==> src/rtl/fpmult_norm_round.sv <==
// -----------------------------------------------------------------------------
// fpmult_norm_round
//   Final two pipeline stages of a single-precision floating-point multiplier:
//   normalise the 48-bit mantissa product, round it (nearest-even or
//   truncate), and pack the IEEE-754 result with overflow/underflow flags.
//   Valid/ready handshake on both sides; one result per cycle, latency 2.
//
// Parameters
//   ROUND_EN  1 = round-to-nearest-even, 0 = truncate
//
// Ports
//   clk        rising-edge clock
//   rst        synchronous active-high reset
//   in_valid   upstream product fields valid
//   in_ready   block accepts the input this cycle
//   Mp[47:0]   unsigned 24x24 mantissa product
//   Ep[9:0]    two's-complement exponent sum Ea+Eb-127 (sign-extended)
//   Sp         product sign
//   Zp         either operand was zero
//   out_valid  P/Ovf/Unf valid
//   out_ready  downstream accepts the result
//   P[31:0]    IEEE-754 single-precision result
//   Ovf        result overflowed to infinity
//   Unf        result underflowed and was flushed to zero
// -----------------------------------------------------------------------------
module fpmult_norm_round #(
  parameter int ROUND_EN = 1
) (
  input  logic        clk,
  input  logic        rst,
  input  logic        in_valid,
  output logic        in_ready,
  input  logic [47:0] Mp,
  input  logic [9:0]  Ep,
  input  logic        Sp,
  input  logic        Zp,
  output logic        out_valid,
  input  logic        out_ready,
  output logic [31:0] P,
  output logic        Ovf,
  output logic        Unf
);

  // ---------------------------------------------------------------------------
  // Handshake / stage-advance control
  // ---------------------------------------------------------------------------
  logic s1_valid;
  logic s2_valid;
  logic s1_load;
  logic s2_load;

  // A stage may load when it is empty or when its contents move on this cycle;
  // in_ready is therefore combinational from out_ready through both stages.
  assign s2_load   = !s2_valid || out_ready;
  assign s1_load   = !s1_valid || s2_load;
  assign in_ready  = s1_load;
  assign out_valid = s2_valid;

  // ---------------------------------------------------------------------------
  // Stage 1: capture the product fields
  // ---------------------------------------------------------------------------
  logic [47:0] s1_mp;
  logic [9:0]  s1_ep;
  logic        s1_sp;
  logic        s1_zp;

  always_ff @(posedge clk) begin
    if (rst) begin
      s1_valid <= 1'b0;
    end else if (s1_load) begin
      // NOTE: sequential state uses non-blocking assignments so every register
      // samples pre-edge values regardless of block ordering.
      s1_valid <= in_valid;
    end
  end

  // NOTE: datapath registers carry no reset; their contents are only ever
  // consumed when the matching valid bit is set, and valid bits are reset.
  always_ff @(posedge clk) begin
    if (!rst && s1_load && in_valid) begin
      s1_mp <= Mp;
      s1_ep <= Ep;
      s1_sp <= Sp;
      s1_zp <= Zp;
    end
  end

  // ---------------------------------------------------------------------------
  // Normalise, round and pack (combinational, S1 -> S2)
  // ---------------------------------------------------------------------------
  logic [22:0]        m_norm;
  logic               guard_bit;
  logic               sticky_bit;
  logic signed [10:0] ep_ext;
  logic signed [10:0] e_norm;
  logic               round_up;
  logic [23:0]        m_sum;
  logic signed [10:0] e_round;
  logic [31:0]        p_next;
  logic               ovf_next;
  logic               unf_next;

  always_comb begin
    // NOTE: every always_comb output gets a default first so no path can
    // leave a value unassigned and infer a latch.
    m_norm     = '0;
    guard_bit  = 1'b0;
    sticky_bit = 1'b0;
    p_next     = '0;
    ovf_next   = 1'b0;
    unf_next   = 1'b0;

    // 11-bit signed exponent: the +1 from normalisation and the +1 from a
    // rounding carry can never wrap.
    ep_ext = {s1_ep[9], s1_ep};

    if (s1_mp[47]) begin
      // Product in [2,4): shift right by one and bump the exponent.
      m_norm     = s1_mp[46:24];
      guard_bit  = s1_mp[23];
      sticky_bit = |s1_mp[22:0];
      e_norm     = ep_ext + 11'sd1;
    end else begin
      m_norm     = s1_mp[45:23];
      guard_bit  = s1_mp[22];
      sticky_bit = |s1_mp[21:0];
      e_norm     = ep_ext;
    end

    // Nearest-even: round up above half, or at exactly half when m is odd.
    round_up = (ROUND_EN != 0) && guard_bit && (sticky_bit || m_norm[0]);

    // Carry out of the 23-bit fraction leaves the fraction at zero (wrap of
    // the sum) and moves the value up one binade.
    m_sum   = {1'b0, m_norm} + 24'(round_up);
    e_round = e_norm + 11'(m_sum[23]);

    if (s1_zp) begin
      p_next = {s1_sp, 31'b0};
    end else if (e_round >= 11'sd255) begin
      p_next   = {s1_sp, 8'hFF, 23'b0};
      ovf_next = 1'b1;
    end else if (e_round <= 11'sd0) begin
      p_next   = {s1_sp, 31'b0};
      unf_next = 1'b1;
    end else begin
      p_next = {s1_sp, e_round[7:0], m_sum[22:0]};
    end
  end

  // ---------------------------------------------------------------------------
  // Stage 2: result register
  // ---------------------------------------------------------------------------
  always_ff @(posedge clk) begin
    if (rst) begin
      s2_valid <= 1'b0;
      P        <= '0;
      Ovf      <= 1'b0;
      Unf      <= 1'b0;
    end else if (s2_load) begin
      s2_valid <= s1_valid;
      // Result fields only change on a real transfer, so they are held
      // stable for the whole of any downstream stall.
      if (s1_valid) begin
        P   <= p_next;
        Ovf <= ovf_next;
        Unf <= unf_next;
      end
    end
  end

endmodule

==> config.mk <==
export PLATFORM = sky130hd
export DESIGN_NAME = fpmult_norm_round
export DESIGN_NICKNAME = d
export VERILOG_FILES = /design/src/rtl/fpmult_norm_round.sv
export SDC_FILE = /design/constraint.sdc
export NUM_CORES = 1
export LEC_CHECK = 0
export ABC_AREA = 1
export BUFFER_PORTS_ARGS = -buffer_cell sky130_fd_sc_hd__buf_2
export CELL_PAD_IN_SITES_DETAIL_PLACEMENT = 0
export CELL_PAD_IN_SITES_GLOBAL_PLACEMENT = 1
export CORE_MARGIN = 2
export CORE_UTILIZATION = 41
export CTS_CLUSTER_DIAMETER = 30
export CTS_CLUSTER_SIZE = 20
export DETAILED_ROUTE_END_ITERATION = 7
export PLACE_DENSITY_LB_ADDON = 0.1
export SLEW_MARGIN = 40
export SYNTH_ARGS = -nofsm -noshare
export SYNTH_HDL_FRONTEND = slang
export SYNTH_SLANG_ARGS = --single-unit
export TNS_END_PERCENT = 20
==> constraint.sdc <==
create_clock -name clk -period 4.3 [get_ports clk]
set_clock_uncertainty 0.15 [all_clocks]
set_input_delay 0.43 -clock clk [delete_from_list [all_inputs] [get_ports clk]]
set_output_delay 0.43 -clock clk [all_outputs]
set_load 0.01 [all_outputs]
==> metrics.cfg <==
[run_status]
outcome = complete, no violations

[final_layout]
syn2layout_area_growth_pct = 20.6
nFillCells = 1206
stdcell_count = 876
drive_gt1_frac = 0.221
fin_area_mm2 = 0.00603
fin_nets = 792
diodes = 0
fin_util = 0.504

[power]
powerDensity_mw_per_mm2 = 327
leakage_nw = 2.65
peakVddDrop_v = 0.000261

[cts]
cts.sinks = 96
h-tree-depth = 3
cts_tree = done
cts-root-buf = clkbuf_16
cts_inserted_buffers = 9
clock_latency_ns = 0.35
clk_pin_slew_worst_paths_ns = 0.07
cts_max_path_buffers = 2

[global_route]
grt_max_degree = 46
grt_pass1_vias = 3887
met1_usage = 0.272
track_usage = 0.189
top_usage_layer = met2
globalRouteMet2Util = 0.284
overflow = 0
grt_use_met3 = 0.0312
grt_first_pass_wirelength_um = 19200
antenna_found_initial = 0

[timing]
fin_crit_ns = 3.92
worst_slew_pin_slew_ns = 0.680
fmax_mhz = 255
finalCritPeriodShare = 0.911
hold_viol_final = 0
drv_slew = 0
setup_viol = 0
max-slew-margin-rel = 0.546
tns_ns = 0

[yosys]
syn-num-nets = 686
syn_inst = 618
ys_types = 36
async_flop_share = 0
synthesis.area_mm2 = 0.00500
yosysSeqAreaShare = 0.505
synth.area.top_cells = edfxtp_1, dfxtp_1, nand2_1
synth_top_area_cell = edfxtp_1
synth.top_cell.area_share = 0.360
synth-seq-cells = 96
synthFlopType = edfxtp_1
synth_edf_count = 60
yosys_warnings = 0
avgSynthCellArea_um2 = 8.09

[route]
via_per_inst = 4.79
firstDrtPassIters = 5
ant_nets = 0
avgRoutedWirePerCell_um = 13.6
drc = 0
drt_iter0_markers = 266
via_count = 4192
routed_wl_um = 11900

[floorplan]
die_y_um = 114
die_area_mm2 = 0.0131
start_util = 0.418
core_area_mm2 = 0.0120
fp-row-count = 40
die_x_um = 114
io_pins = 100

[worst_setup_path]
cp_top_family = simple AND/OR/NAND/NOR gates
crit_top_cell = nand3_1
crit_buf_inv = 5
path_cells = buf_4 -> clkbuf_16 -> o21ai_1 -> nand2_1 -> nor2_1 -> nand4_1 -> nor3_2 -> ha_2 -> ha_1 -> inv_1 -> nor2_1 -> nand3_1 -> nand2_1 -> inv_1 -> nor2_1 -> nand3_1 -> nor2_4 -> nand2_4 -> nand3_1 -> nand3_1 -> nand2_1 -> inv_1
critical_path_arrival_ns = 4.01
criticalPathCategory = flip-flop to flip-flop
cp-end-kind = flip-flop
crit_path_start_kind = flip-flop
required_ns = 4.39
crit_fanout = 22
max_stage_delay_ns = 0.46
cp_slowest_cell = edfxtp_1

[placement]
gp_congestion = 0.823
dpl_cell_area_mm2 = 0.00565
dpl.hpwl_um = 8740
dp_cells = 856
io_buffers = 99

[job]
cap_violations = 0

[min_path]
hold_path.class = input pin to flip-flop

per-stage QoR:
step | total power [W] | hold WS (ns) | setup WS, ns
finish | 0.00197 | 0.0941 | 0.382
global route | 0.00206 | 0.0860 | -0.0398
CTS | 0.00199 | 0.0849 | 0.0756
detailed placement | 0.00125 | 0.302 | 0.0945
global placement | 0.00124 | 0.300 | 0.289
floorplan | 0.00117 | 0.319 | 0.734
state kept, by name, indices dropped and copies added, names as in the netlist:
| register | flops |
|---|---|
| s1_zp | 1 |
| P | 32 |
| s1_valid | 1 |
| Ovf | 1 |
| s1_sp | 1 |
| s1_ep | 10 |
| s1_mp | 48 |
| out_valid | 1 |
| Unf | 1 |
layout make-up:
| cell class | count | area (um2) | area share |
|---|---|---|---|
| Clock buffer | 10 | 229 | 0.0380 |
| Clock inverter | 6 | 42.5 | 0.00706 |
| Inverter | 67 | 251 | 0.0417 |
| Multi-Input combinational cell | 434 | 2130 | 0.353 |
| Sequential cell | 96 | 2520 | 0.418 |
| Tap cell | 147 | 184 | 0.0305 |
| Timing Repair Buffer | 116 | 669 | 0.111 |
worst register-to-register path: stages (launching register included):
cell,delay (ns)
edfxtp_1,0.46
buf_4,0.18
clkbuf_16,0.18
o21ai_1,0.32
nand2_1,0.12
nor2_1,0.18
nand4_1,0.16
nor3_2,0.24
ha_2,0.23
ha_1,0.17
inv_1,0.06
nor2_1,0.13
nand3_1,0.15
nand2_1,0.15
inv_1,0.05
nor2_1,0.09
nand3_1,0.13
nor2_4,0.20
nand2_4,0.17
nand3_1,0.12
nand3_1,0.08
nand2_1,0.07
inv_1,0.05
routing by layer:
layer | vias to the layer above | part of all wire | routed length, um
met5 | - | 0 | 0
met4 | 0 | 0.0082 | 98
met3 | 9 | 0.043 | 514
met2 | 105 | 0.45 | 5320
met1 | 1832 | 0.50 | 5960
li1 | 2246 | - | -
worst paths after layout:
path                                start       end  slack, ns  depth (start not counted)
worst min register to register        Unf       Unf       0.31                          2
worst max register to register  s1_mp[47]     P[27]       0.38                         22
worst max-delay path            s1_mp[47]     P[27]       0.38                         22
worst min-delay path                Mp[7]  s1_mp[7]       0.09                          1
cell usage after synthesis, types with 2 or more instances:
cell	count
nand2_1	169
nor2_1	75
inv_1	64
edfxtp_1	60
nand3_1	54
dfxtp_1	36
a21oi_1	32
o21ai_0	18
nand4_1	17
xor2_1	12
o21ai_1	11
clkbuf_1	9
buf_6	7
nor4_1	6
nand2_2	5
nor3_1	5
buf_2	4
ha_1	4
nor2_4	4
inv_2	3
nand3_2	3
nand3b_1	3
buf_4	2
nor2_2	2
o21bai_1	2
power by group:
group / switching (W) / internal, W
sequential: 0.0000151 / 0.00101
combinational: 0.000128 / 0.0000754
clock: 0.000344 / 0.000393
kinds of logic after synthesis:
kind of cell | Yosys count | share of synthesized area
adder cells (fa/ha/maj) | 4 | 0.0100
XOR/XNOR | 13 | 0.0228
AO/OA/AOI/OAI | 68 | 0.0726
AND/OR/NAND/NOR | 348 | 0.310
buffers and inverters | 89 | 0.0798
flip-flops | 96 | 0.505
cell usage in the layout, fill, tap and decap left out, types with 4 or more instances in the layout:
master / netlist / routed
nor2_4: 4 / 6
clkbuf_16: 0 / 10
buf_4: 2 / 13
nand2_2: 5 / 4
nand3_1: 54 / 54
edfxtp_1: 60 / 60
o21ai_0: 18 / 17
buf_2: 4 / 99
nand4_1: 17 / 17
inv_2: 3 / 4
a21oi_1: 32 / 32
inv_1: 64 / 63
nand2_1: 169 / 169
xor2_1: 12 / 12
nor4_1: 6 / 6
nor2_1: 75 / 73
dfxtp_1: 36 / 36
o21ai_1: 11 / 12
repair_timing:
action / CTS / global route
resized for setup: 0 / 15
endpoints found under the hold margin: 0 / 0
setup buffers: 0 / 2
hold buffers: 0 / 0
setup endpoints to repair: 0 / 33
Note: power is estimated with default switching activity, not from simulation.
